==> src/rtl/digit_entry_assembler_pkg.sv <==
`default_nettype none
// ============================================================================
// Module : digit_entry_assembler_pkg
// Brief  : Shared quiz types and BCD helpers for the entry, display and
//          controller paths.
// Rev    : 1.0 - initial release
// ============================================================================
package digit_entry_assembler_pkg;

    localparam logic [3:0] BCD_BLANK = 4'hF;

    typedef enum logic [1:0] {
        ST_EMPTY = 2'd0,
        ST_ENTRY = 2'd1,
        ST_FULL  = 2'd2
    } entry_state_t;

    function automatic logic bcd_is_legal(input logic [3:0] d);
        return (d <= 4'd9);
    endfunction

endpackage
`default_nettype wire

==> src/rtl/bcd_mac_step.sv <==
`default_nettype none
// ============================================================================
// Module : bcd_mac_step
// Brief  : Combinational decimal shift-in step: acc*10 + digit at ACC_W bits.
// Rev    : 1.0 - initial release
// ============================================================================
module bcd_mac_step #(
    parameter int ACC_W = 7
) (
    input  logic [ACC_W-1:0] i_acc,
    input  logic [3:0]       i_digit,
    output logic [ACC_W-1:0] o_acc_next
);

    // The caller sizes ACC_W so that every legal partial entry times ten
    // plus a digit still fits without wrapping.
    assign o_acc_next = (i_acc * ACC_W'(10)) + ACC_W'(i_digit);

endmodule
`default_nettype wire

==> src/rtl/digit_entry_assembler.sv <==
`default_nettype none
// ============================================================================
// Module : digit_entry_assembler
// Brief  : Collects keyed decimal digits (MSD first) into a saturated binary
//          answer and a right-aligned BCD display image.
// Rev    : 1.0 - initial release
// ============================================================================
module digit_entry_assembler
    import digit_entry_assembler_pkg::*;
#(
    parameter int MAX_DIGITS = 2,
    parameter int VALUE_W    = 4,
    parameter int MAX_VALUE  = 15
) (
    input  logic                                clk,
    input  logic                                rst,
    input  logic                                digit_valid,
    input  logic [3:0]                          digit_in,
    input  logic                                submit,
    input  logic                                clear,
    output logic [4*MAX_DIGITS-1:0]             disp_bcd,
    output logic [$clog2(MAX_DIGITS+1)-1:0]     digit_count,
    output logic [VALUE_W-1:0]                  result,
    output logic                                result_valid,
    output logic                                result_ovf,
    output logic                                result_empty,
    output logic                                digit_err
);

    localparam int ACC_W = $clog2(10**MAX_DIGITS);
    localparam int CNT_W = $clog2(MAX_DIGITS+1);

    localparam logic [CNT_W-1:0]        c_max_cnt    = CNT_W'(MAX_DIGITS);
    localparam logic [31:0]             c_max_value  = 32'(MAX_VALUE);
    localparam logic [4*MAX_DIGITS-1:0] c_blank_disp = {MAX_DIGITS{BCD_BLANK}};

    entry_state_t              r_state;
    logic [ACC_W-1:0]          r_acc;
    logic [4*MAX_DIGITS-1:0]   r_disp;
    logic [CNT_W-1:0]          r_count;
    logic [VALUE_W-1:0]        r_result;
    logic                      r_result_valid;
    logic                      r_result_ovf;
    logic                      r_result_empty;
    logic                      r_digit_err;

    logic [ACC_W-1:0]          w_acc_next;
    logic [4*MAX_DIGITS-1:0]   w_disp_shift;
    logic [CNT_W-1:0]          w_count_inc;
    logic                      w_accept;

    bcd_mac_step #(
        .ACC_W      (ACC_W)
    ) u_mac (
        .i_acc      (r_acc),
        .i_digit    (digit_in),
        .o_acc_next (w_acc_next)
    );

    generate
        if (MAX_DIGITS == 1) begin : g_disp_single
            assign w_disp_shift = digit_in;
        end else begin : g_disp_multi
            assign w_disp_shift = {r_disp[4*MAX_DIGITS-5:0], digit_in};
        end
    endgenerate

    assign w_count_inc = r_count + CNT_W'(1);
    assign w_accept    = bcd_is_legal(digit_in) && (r_state != ST_FULL);

    always_ff @(posedge clk) begin
        if (rst) begin
            r_state        <= ST_EMPTY;
            r_acc          <= '0;
            r_disp         <= c_blank_disp;
            r_count        <= '0;
            r_result       <= '0;
            r_result_valid <= 1'b0;
            r_result_ovf   <= 1'b0;
            r_result_empty <= 1'b0;
            r_digit_err    <= 1'b0;
        end else begin
            r_result_valid <= 1'b0;
            r_result_ovf   <= 1'b0;
            r_result_empty <= 1'b0;
            r_digit_err    <= 1'b0;

            if (clear) begin
                r_state <= ST_EMPTY;
                r_acc   <= '0;
                r_disp  <= c_blank_disp;
                r_count <= '0;
            end else if (submit) begin
                // A digit strobe coinciding with submit is dropped silently.
                r_result_valid <= 1'b1;
                if (r_state == ST_EMPTY) begin
                    r_result_empty <= 1'b1;
                    r_result       <= '0;
                end else if (32'(r_acc) > c_max_value) begin
                    r_result_ovf   <= 1'b1;
                    r_result       <= VALUE_W'(MAX_VALUE);
                end else begin
                    r_result       <= VALUE_W'(r_acc);
                end
                r_state <= ST_EMPTY;
                r_acc   <= '0;
                r_disp  <= c_blank_disp;
                r_count <= '0;
            end else if (digit_valid) begin
                if (w_accept) begin
                    r_acc   <= w_acc_next;
                    r_disp  <= w_disp_shift;
                    r_count <= w_count_inc;
                    r_state <= (w_count_inc == c_max_cnt) ? ST_FULL : ST_ENTRY;
                end else begin
                    r_digit_err <= 1'b1;
                end
            end
        end
    end

    assign disp_bcd     = r_disp;
    assign digit_count  = r_count;
    assign result       = r_result;
    assign result_valid = r_result_valid;
    assign result_ovf   = r_result_ovf;
    assign result_empty = r_result_empty;
    assign digit_err    = r_digit_err;

endmodule
`default_nettype wire

==> config.mk <==
export PLATFORM = sky130hd
export DESIGN_NAME = digit_entry_assembler
export DESIGN_NICKNAME = d
export VERILOG_FILES = /design/src/rtl/digit_entry_assembler_pkg.sv /design/src/rtl/bcd_mac_step.sv /design/src/rtl/digit_entry_assembler.sv
export SDC_FILE = /design/constraint.sdc
export NUM_CORES = 1
export LEC_CHECK = 0
export CORE_MARGIN = 3
export CORE_UTILIZATION = 30
export CTS_CLUSTER_SIZE = 24
export DETAILED_ROUTE_END_ITERATION = 12
export PLACE_DENSITY = 0.52
export SYNTH_ARGS = -nofsm -noshare
export SYNTH_HDL_FRONTEND = slang
export SYNTH_SLANG_ARGS = --single-unit
==> constraint.sdc <==
create_clock -name clk -period 3.86 [get_ports clk]
set_input_delay 0.386 -clock clk [delete_from_list [all_inputs] [get_ports clk]]
set_output_delay 0.386 -clock clk [all_outputs]
set_load 0.02 [all_outputs]
==> results of run 1 <==
==> cells in the final DEF (no fill, tap or decap) <==
cell type,Yosys,layout
nand2_1,29,29
dfxtp_1,27,27
clkdlybuf4s50_1,0,26
a21oi_1,13,13
nand3_1,8,8
ha_1,8,8
xnor2_1,5,5
nor2_1,5,5
o211ai_1,4,4
or3_1,3,3
and3_1,3,3
a211oi_1,3,3
clkbuf_8,0,3
nand2b_1,2,2
nor2b_1,2,2
o21ai_0,2,2
nor3_1,2,2
fa_1,2,2
inv_1,1,1
or2_2,1,1
o21ai_2,1,1
nand3_2,1,1
xor2_1,1,1
a21o_1,1,1
o211a_1,1,1
a31oi_1,1,1
nor3_2,1,1
and2_1,1,1
o31a_1,1,1
clkbuf_1,3,1
==> layout make-up <==
type / instances / share of cell area, %
Sequential cell: 27 / 35.0
Clock buffer: 4 / 2.92
Multi-Input combinational cell: 101 / 41.1
Timing Repair Buffer: 26 / 16.9
Tap cell: 48 / 3.89
Inverter: 1 / 0.243
==> tightest hold or removal path: cells and delay by family, from the launching register on <==
| family | cells | cell delay (ns) |
|---|---|---|
| flip-flops | 1 | 0.32 |
| AND/OR/NAND/NOR | 1 | 0.05 |
| AO/OA/AOI/OAI | 1 | 0.05 |
==> state kept, by name, indices dropped and copies added, names as in the netlist <==
register / count
digit_count: 2
digit_err: 1
disp_bcd: 8
r_acc: 7
r_state: 2
result: 4
result_empty: 1
result_ovf: 1
result_valid: 1
==> power groups by stage <==
stage / Sequential (mW) / Combinational, mW / Clock, mW
2_1_floorplan: 0.296 / 0.0300 / 0
3_3_place_gp: 0.292 / 0.0554 / 0
3_5_place_dp: 0.293 / 0.0565 / 0
4_1_cts: 0.286 / 0.0571 / 0.161
5_1_grt: 0.287 / 0.0635 / 0.172
6_report: 0.286 / 0.0563 / 0.156
==> synth_stat cells (all sizes together), types with 2 or more instances <==
cell type / instances / area [um2]
dfxtp: 27 / 541
nand2b: 2 / 12.5
or3: 3 / 18.8
fa: 2 / 40.0
a211oi: 3 / 22.5
o21ai: 3 / 18.8
clkbuf: 3 / 11.3
ha: 8 / 100
nor3: 3 / 20.0
buf: 3 / 17.5
nor2b: 2 / 12.5
o211ai: 4 / 30.0
a21oi: 13 / 65.1
nor2: 5 / 18.8
nand3: 9 / 50.1
and3: 3 / 18.8
nand2: 29 / 109
xnor2: 5 / 43.8
==> stage by stage <==
stage / utilization, % / instances
4_1_cts: 40.9 / 207
5_1_grt: 40.9 / 207
2_1_floorplan: - / 135
3_5_place_dp: 39.7 / 203
3_3_place_gp: 39.7 / 203
6_report: 40.9 / 207
==> layer usage <==
| layer | GRT usage [%] | wire [um] | vias up |
|---|---|---|---|
| met5 | 0 | 0 | - |
| met4 | 3.90 | 44 | 0 |
| met3 | 2.75 | 162 | 6 |
| met2 | 20.8 | 1260 | 33 |
| met1 | 15.5 | 1200 | 465 |
| li1 | - | - | 516 |
==> cells by family after synthesis <==
| group | after synthesis |
|---|---|
| AOI/OAI and AO/OA | 27 |
| DFF | 27 |
| xor gates and xnor gates | 6 |
| buffers and inverters | 7 |
| adders and majority gates | 10 |
| and+or+nand+nor | 58 |
==> path summary, 6_finish.rpt <==
path / cells past startpoint / slack [ns] / to
worst max register to register: 7 / 1.61 / r_acc[6]
worst min register to register: 2 / 0.46 / result[2]
worst min-delay path: 2 / 0.46 / result[2]
worst max-delay path: 7 / 1.61 / r_acc[6]
==> impl_results.md, run 1 <==
- Final WL: 2.67 mm
- Sw frac: a little under a quarter
- Slew Limit Headroom: 50.9%
- Fmax: 0.444 GHz
- CP Max Fanout: 5
- Die H: 69.4 um
- Starting Density: between 30% and 40%
- Post-CTS setup buffers: 0
- CP delay by family, top: adder cells
- First-pass GRT wire length: 4.89 mm
- Number of synthesized flops with an enable pin: 0
- Area added between synthesis and finish: 27.9%
- Final hold vios: 0
- Vias in the first global route: 1087
- Fin crit share: around three fifths
- Vias: 1020
- Initial antenna violation count: 0
- Mapped Cells: 135
- Core Region: between 3000 and 4000 um2
- Worst VDD drop: 0.000145 V
- Arr. time, crit path: 2.45 ns
- Critical Path, Cell by Cell: ha_1, ha_1, fa_1, o211a_1, o21ai_0, or3_1, a31oi_1
- Clock tree root buffer cell: clkbuf_8
- Max-cap viol count: 0
- Vias per cell: around 4.9
- ANT nets after route: 0
- Die area: 4820 um2
- Cell internal pwr: 0.380 mW
- Worst slack at placement: 1.62 ns
- Status: finished, final reports clean
- Post-route cell area: roughly 1500 um2
- Worst r2r src: r_acc[1]
- Register Area: 541 um2
- Largest net degree at the start of global routing: 23
- DP HPWL: 1.98 mm
- Mux contribution to synthesized area: 0%
- Adder-cell share of the synthesized area: 11.6%
- Post-route setup slack: 1.61 ns
- Die Width: just under 70 um
- Hold buffer count at CTS: 0
- Total power: 0.499 mW
- Wire per inst: approximately 13 um
- Cts bufs inserted: 3
- Compound-Gate Fraction of Synth Area: 14.0%
- Setup CP Type: flip-flop to flip-flop
- Global placer's final weighted congestion: 0.826
- Io pins: 27
- Register share of total power: a little under three fifths
- Clock-pin slew on the worst setup and hold paths: roughly 0.09 ns
- CP Data Required Time: around 4 ns
- Number of distinct library cells after synthesis: 30
- Main synth FF type: dfxtp_1
- Delay of the slowest critical-path stage: 0.53 ns
- Total track usage: between 10 and 15%
- CP Launch Type: flip-flop
- RSZ-0062 raised after global routing: no
- Final #Nets: 179
- Register area share after synthesis: 44.8%
- # setup viols final: 0
- Most frequent CP cell: ha_1
- Worst Path Buf+Inv: 0
- Drt pass-1 iters: 4
- Fill cells: 366
- Sink Count: 27
- CTS tree: done
- Async set-reset flop share out of synthesis: 0%
- Syn Nets: 154
- Gate power share: 11.3%
- Psw: 0.118 mW
- Static Leak: 0.628 nW
- Clk Latency, worst-skew pair: between 0.2 and 0.3 ns
- Slew Viols, Final: 0
- Worst Hold Class: flip-flop to flip-flop
- Yosys reg bits: 27
- Crit path time final: 2.25 ns
- GRT overflow: 0
- Hold WS: 0.456 ns
- Clock H-tree levels: 1
- DRC violations left: 0
- Port buffer count: 26
- Fin Setup TNS: 0 ns
- Post-CTS Resized: 0
- Longest Clk Path Bufs: 2
- Xor-xnor portion of the synthesized cell area: under 10%
- Syn_area_per_cell: 8.94 um2
- Iter 0 DRT Violations: 35
- Synth warn: 0
- Worst slew pin tran: 0.737 ns
- Multi-input gate area: 634 um2
- Max stage delay cell, worst path: fa_1
- Setup Skew: 0.00278 ns
- Layout cells sized above 1: approximately 4.4%
- Synth Cell Area: approximately 1200 um2
- Simple-gate share of the synthesized area: approximately 23%
- Ant diodes: 0
- Clock network power share: between 30% and 40%
- Largest family of logic cells by synthesized area: simple AND/OR/NAND/NOR gates
- Crit path from: r_acc[1]
- Crit. End Element: flip-flop
- Pwr/cell area: 323 nW/um2
- Cell Area, Placed: between 1000 and 1500 um2
- Hold path startpoint: result[2]
- Row count: 22
Note: power is estimated with default switching activity, not from simulation.
==> inputs of run 2 (changes only) <==
==> constraint.sdc (replaced) <==
create_clock -name clk -period 2.1 [get_ports clk]
set_input_delay 0.21 -clock clk [delete_from_list [all_inputs] [get_ports clk]]
set_output_delay 0.21 -clock clk [all_outputs]
set_load 0.02 [all_outputs]
==> run 2 against run 1 <==
  * Largest cell class unchanged
  * Clock power rose by 92%
  * Fmax rose by 11%
  * Global-route usage fell by 0.12 points
  * Wire length rose by 8.0%
  * Clock skew fell by 0.00092 ns
  * Critical endpoint unchanged
==> impl_results.md, run 2 (synthesis results as in run 1) <==
- Largest net degree at the start of global routing: 15
- Slew Viols, Final: 0
- Sink Count: 27
- Layout cells sized above 1: between 10% and 20%
- Die H: 69.4 um
- DRC violations left: 0
- Post-route setup slack: 0.0741 ns
- Cell Area, Placed: 1570 um2
- Drt pass-1 iters: 4
- Setup CP Type: flip-flop to flip-flop
- Worst r2r src: r_acc[1]
- Critical Path End: r_acc[6]
- Cell internal pwr: slightly above 0.7 mW
- Vias in the first global route: 1029
- CP Data Required Time: between 2 and 2.5 ns
- Total track usage: between 10% and 20%
- Initial antenna violation count: 0
- First-pass GRT wire length: roughly 4.7 mm
- Sw frac: 24.7%
- Final WL: 2.88 mm
- Fmax: 0.494 GHz
- Starting Density: 32.0%
- Register share of total power: 55.7%
- GRT overflow: 0
- Worst VDD drop: 0.000281 V
- Final #Nets: around 190
- Clock H-tree levels: 1
- CTS tree: done
- Hold Path Stages: 2
- Iter 0 DRT Violations: just over 40
- Post-CTS setup buffers: 0
- Cts bufs inserted: 3
- Crit. End Element: flip-flop
- Pwr/cell area: 577 nW/um2
- CP Launch Type: flip-flop
- Clk Latency, worst-skew pair: 0.28 ns
- Commonest non-fill, non-tap cell in the layout: nand2_1
- Post-route cell area: 1640 um2
- Crit path from: r_acc[1]
- Setup Skew: roughly 0.0019 ns
- Gate power share: 12.5%
- Status: finished, final reports clean
- Longest Clk Path Bufs: 2
- Max-cap viol count: 0
- Slew Limit Headroom: 69.5%
- Worst slew pin tran: between 0.4 and 0.5 ns
- CP Max Fanout: 2
- Final core occ: a little over two fifths
- Clock network power share: 31.8%
- Row count: 22
- Ant diodes: 0
- Hold buffer count at CTS: 0
- Static Leak: around 0.67 nW
- Fin crit share: 96.5%
- Clock-pin slew on the worst setup and hold paths: approximately 0.090 ns
- Worst Hold Class: flip-flop to flip-flop
- Worst slack at placement: -0.0273 ns
- Arr. time, crit path: 2.23 ns
- Total power: 0.943 mW
- RSZ-0062 raised after global routing: no
- Die Width: a little under 70 um
- Port buffer count: 26
- Io pins: 27
- Global placer's final weighted congestion: 0.798
- Most frequent cells in the layout: nand2_1, clkdlybuf4s50_1, dfxtp_1, a21oi_1, buf_4
- Vias per cell: 4.88
- Capture point of the worst reg-to-reg path: r_acc[6]
- DP HPWL: 2.11 mm
- Fill cells: 363
- Crit path time final: 2.03 ns
- Vias: approximately 1.1k
- Reg2reg path depth: 7
- Clock tree root buffer cell: clkbuf_8
- Psw: 0.233 mW
- Area added between synthesis and finish: 35.4%
- Die area: 4820 um2
- # setup viols final: 0
- ANT nets after route: 0
- Final hold vios: 0
- Max reg flops: 8
- Core Region: 3770 um2
- Reg2reg setup slack: 0.07 ns
- Wire per inst: 13.3 um
==> run 2: cell count changes in the layout (fill, tap and decap cells not counted), moves of 2 or more <==
cell	change
buf_4	+9
dfxtp_1	-2
dfxtp_2	+2
ha_1	-2
==> run 2: what timing repair did <==
| item | CTS | global route |
|---|---|---|
| setup endpoints to repair | 1 | 1 |
| resized for setup | 4 | 3 |
| endpoints found under the hold margin | 0 | 0 |
| cloned | 0 | 0 |
| pin swaps | 3 | 3 |
==> run 2: final cells by class <==
cell class	instances	area [um2]	share of cell area, %
flip-flops and latches	27	543	33.2
repair buffers	35	328	20.0
well taps	48	60.1	3.67
clock buffers	4	45.0	2.75
multi-input cells	101	656	40.1
inverters	1	3.75	0.230
==> run 2: worst min path at each step <==
stage | end | startpoint
6_report | result[1] | result[1]
2_1_floorplan | digit_err | digit_valid
5_1_grt | result[3] | result[3]
3_5_place_dp | result[1] | result[1]
3_3_place_gp | result[2] | result[2]
4_1_cts | result[1] | result[1]
==> run 2: worst max-delay path, cell delays in order, from the launching register on <==
cell     delay, ns
dfxtp_2       0.35
ha_4          0.23
ha_2          0.17
fa_2          0.54
o211a_1       0.16
o21ai_2       0.06
or3_1         0.30
a31oi_1       0.16
==> run 2: layer usage <==
| layer | wire (um) | global-route usage (%) | vias to the layer above |
|---|---|---|---|
| li1 | - | - | 532 |
| met3 | 168 | 2.61 | 5 |
| met2 | 1350 | 20.4 | 33 |
| met1 | 1320 | 15.2 | 484 |
| met5 | 0 | 0 | - |
| met4 | 42 | 4.56 | 0 |
==> run 2: per-stage QoR <==
step / setup TNS, ns / hold slack, ns / cells
2_1_floorplan: 0 / 0.326 / 135
3_3_place_gp: 0 / 0.440 / 212
3_5_place_dp: -0.0273 / 0.448 / 212
4_1_cts: 0 / 0.462 / 216
5_1_grt: 0 / 0.472 / 216
6_report: 0 / 0.456 / 216
==> run 2: power groups by stage <==
| stage | logic, mW | clock network, mW | registers, mW |
|---|---|---|---|
| 5_1_grt | 0.131 | 0.324 | 0.526 |
| 4_1_cts | 0.118 | 0.308 | 0.525 |
| 3_5_place_dp | 0.116 | 0 | 0.537 |
| 2_1_floorplan | 0.0551 | 0 | 0.544 |
| 3_3_place_gp | 0.115 | 0 | 0.536 |
| 6_report | 0.118 | 0.300 | 0.525 |
==> inputs of run 3 (changes only) <==
--- a/config.mk
+++ b/config.mk
@@ -6,10 +6,10 @@
 export NUM_CORES = 1
 export LEC_CHECK = 0
 export CORE_MARGIN = 3
-export CORE_UTILIZATION = 30
+export CORE_UTILIZATION = 25
 export CTS_CLUSTER_SIZE = 24
 export DETAILED_ROUTE_END_ITERATION = 12
-export PLACE_DENSITY = 0.52
+export PLACE_DENSITY = 0.45
 export SYNTH_ARGS = -nofsm -noshare
 export SYNTH_HDL_FRONTEND = slang
 export SYNTH_SLANG_ARGS = --single-unit
==> run 3 against run 2 <==
  * Cell count up 1.9%
  * Sequential power about the same
  * Wire length down 1.7%
  * Die area up 18%
  * Register-to-register slack better by 0.05 ns
  * Hold slack worse by 0.00090 ns
  * Total power down 0.94%
  * Design area down 0.15%
  * Critical path type unchanged
==> impl_results.md, run 3 (synthesis results as in run 1) <==
- Final hold vios: 0
- Layout cells sized above 1: a little under an eighth
- Final #Nets: 188
- Crit path time final: a little under 2 ns
- Iter 0 DRT Violations: slightly above 40
- Cts bufs inserted: 3
- First-pass GRT wire length: 4.82 mm
- Total track usage: 10.8%
- CP Data Required Time: 2.30 ns
- CTS tree: done
- Starting Density: 26.8%
- Die area: 5700 um2
- Fill cells: 459
- Fin Setup TNS: 0 ns
- Post-route setup slack: 0.124 ns
- Most frequent cells in the layout: nand2_1, dfxtp_1, clkdlybuf4s50_1, a21oi_1, buf_4
- Fin crit share: 94.1%
- Hold buffer count at CTS: 0
- Sink Count: 27
- Clock-pin slew on the worst setup and hold paths: ~0.09 ns
- Crit. End Element: flip-flop
- Die H: 75.5 um
- DP HPWL: 2.17 mm
- Max reg flops: 8
- Psw: 0.226 mW
- Row count: 24
- Vias per cell: 4.63
- Final WL: 2.83 mm
- Met2 Use GR: between 10% and 20%
- Cell internal pwr: just over 0.7 mW
- Placed insts: 215
- GRT busiest layer: met2
- Global placer's final weighted congestion: 0.706
- Arr. time, crit path: 2.18 ns
- Status: finished, final reports clean
- CP Max Fanout: 2
- Clock H-tree levels: 1
- Core Region: 4500 um2
- Met3 Use GR: ~3.6%
- RSZ-0062 raised after global routing: no
- Worst slew pin tran: between 0.4 and 0.5 ns
- Clk Latency, worst-skew pair: 0.27 ns
- Hold WS: approximately 0.46 ns
- Wire per inst: between 10 and 15 um
- Worst VDD drop: 0.000330 V
- GR met1 Demand/Resource: between 10% and 20%
- Initial antenna violation count: 0
- Sw frac: 24.2%
- Die Width: 75.5 um
- Longest Clk Path Bufs: 2
- Setup CP Type: flip-flop to flip-flop
- Io pins: 27
- CP Launch Type: flip-flop
- Area added between synthesis and finish: 35.2%
- Finished Layout Cells: 220
- Vias in the first global route: ~1.1k
- Drt pass-1 iters: 4
- Commonest non-fill, non-tap cell in the layout: nand2_1
- DRC violations left: 0
- Clock tree root buffer cell: clkbuf_8
- Slew Viols, Final: 0
- Max-cap viol count: 0
- Clock network power share: 31.4%
- Largest net degree at the start of global routing: 15
- GRT overflow: 0
- Port buffer count: 26
- Vias: ~1.0k
- Gate power share: 12.4%
- Register Area: 542 um2
- Multi-input gate area: around 650 um2
- Fmax: ~0.5 GHz
- ANT nets after route: 0
- Worst slack at placement: -0.0306 ns
- Pwr/cell area: 572 nW/um2
- Worst Hold Class: flip-flop to flip-flop
- # setup viols final: 0
- Register share of total power: a little under three fifths
- Static Leak: approximately 0.67 nW
- Ant diodes: 0
- Total power: 0.934 mW
- Setup Skew: around 0.002 ns
- Slew Limit Headroom: 72.8%
## run 3: cell counts in the layout (fill, tap and decap cells not counted)
Identical to the previous run, type by type.
## run 3: per-stage QoR
stage | utilization (%) | instance area [um2]
final | 36.3 | 1630
after global routing | 36.3 | 1630
after CTS | 36.0 | 1620
after detailed placement | 34.7 | 1560
after global placement | 34.7 | 1560
after floorplan | - | 1210
## run 3: what timing repair did
item,in CTS,in global routing
hold endpoints to repair,0,0
pin swaps,1,3
gates resized for setup,3,1
buffers inserted,1,0
setup endpoints to repair,1,1
## run 3: power by group through the flow
stage	Sequential (mW)	Combinational [mW]	Clock [mW]
global route	0.526	0.129	0.322
detailed placement	0.536	0.116	0
finish	0.525	0.116	0.293
global placement	0.536	0.115	0
CTS	0.525	0.117	0.304
floorplan	0.544	0.0551	0
## run 3: final cells by class
type | instances | area share, %
Clock buffer | 4 | 2.76
Inverter | 1 | 0.230
Multi-Input combinational cell | 101 | 39.8
Sequential cell | 27 | 33.2
Tap cell | 52 | 3.98
Timing Repair Buffer | 35 | 20.1
## run 3: final timing paths
check                                from         to  slack [ns]  depth (start not counted)
worst max-delay path             r_acc[3]   r_acc[6]        0.12                          7
worst min-delay path            result[2]  result[2]        0.46                          2
worst max register to register   r_acc[3]   r_acc[6]        0.12                          7
worst min register to register  result[2]  result[2]        0.46                          2
## run 3: routing by layer
layer,part of all wire (%),wire (um)
met1,48,1360
met2,48,1350
met3,4.2,119
met4,0.14,4
met5,0,0
## run 3: critical path: stages, from the launching register on
cell and delay, ns:
dfxtp_1 0.38, ha_4 0.21, ha_2 0.18, fa_1 0.49
o211a_1 0.15, o21ai_1 0.07, or3_1 0.30, a31oi_1 0.12
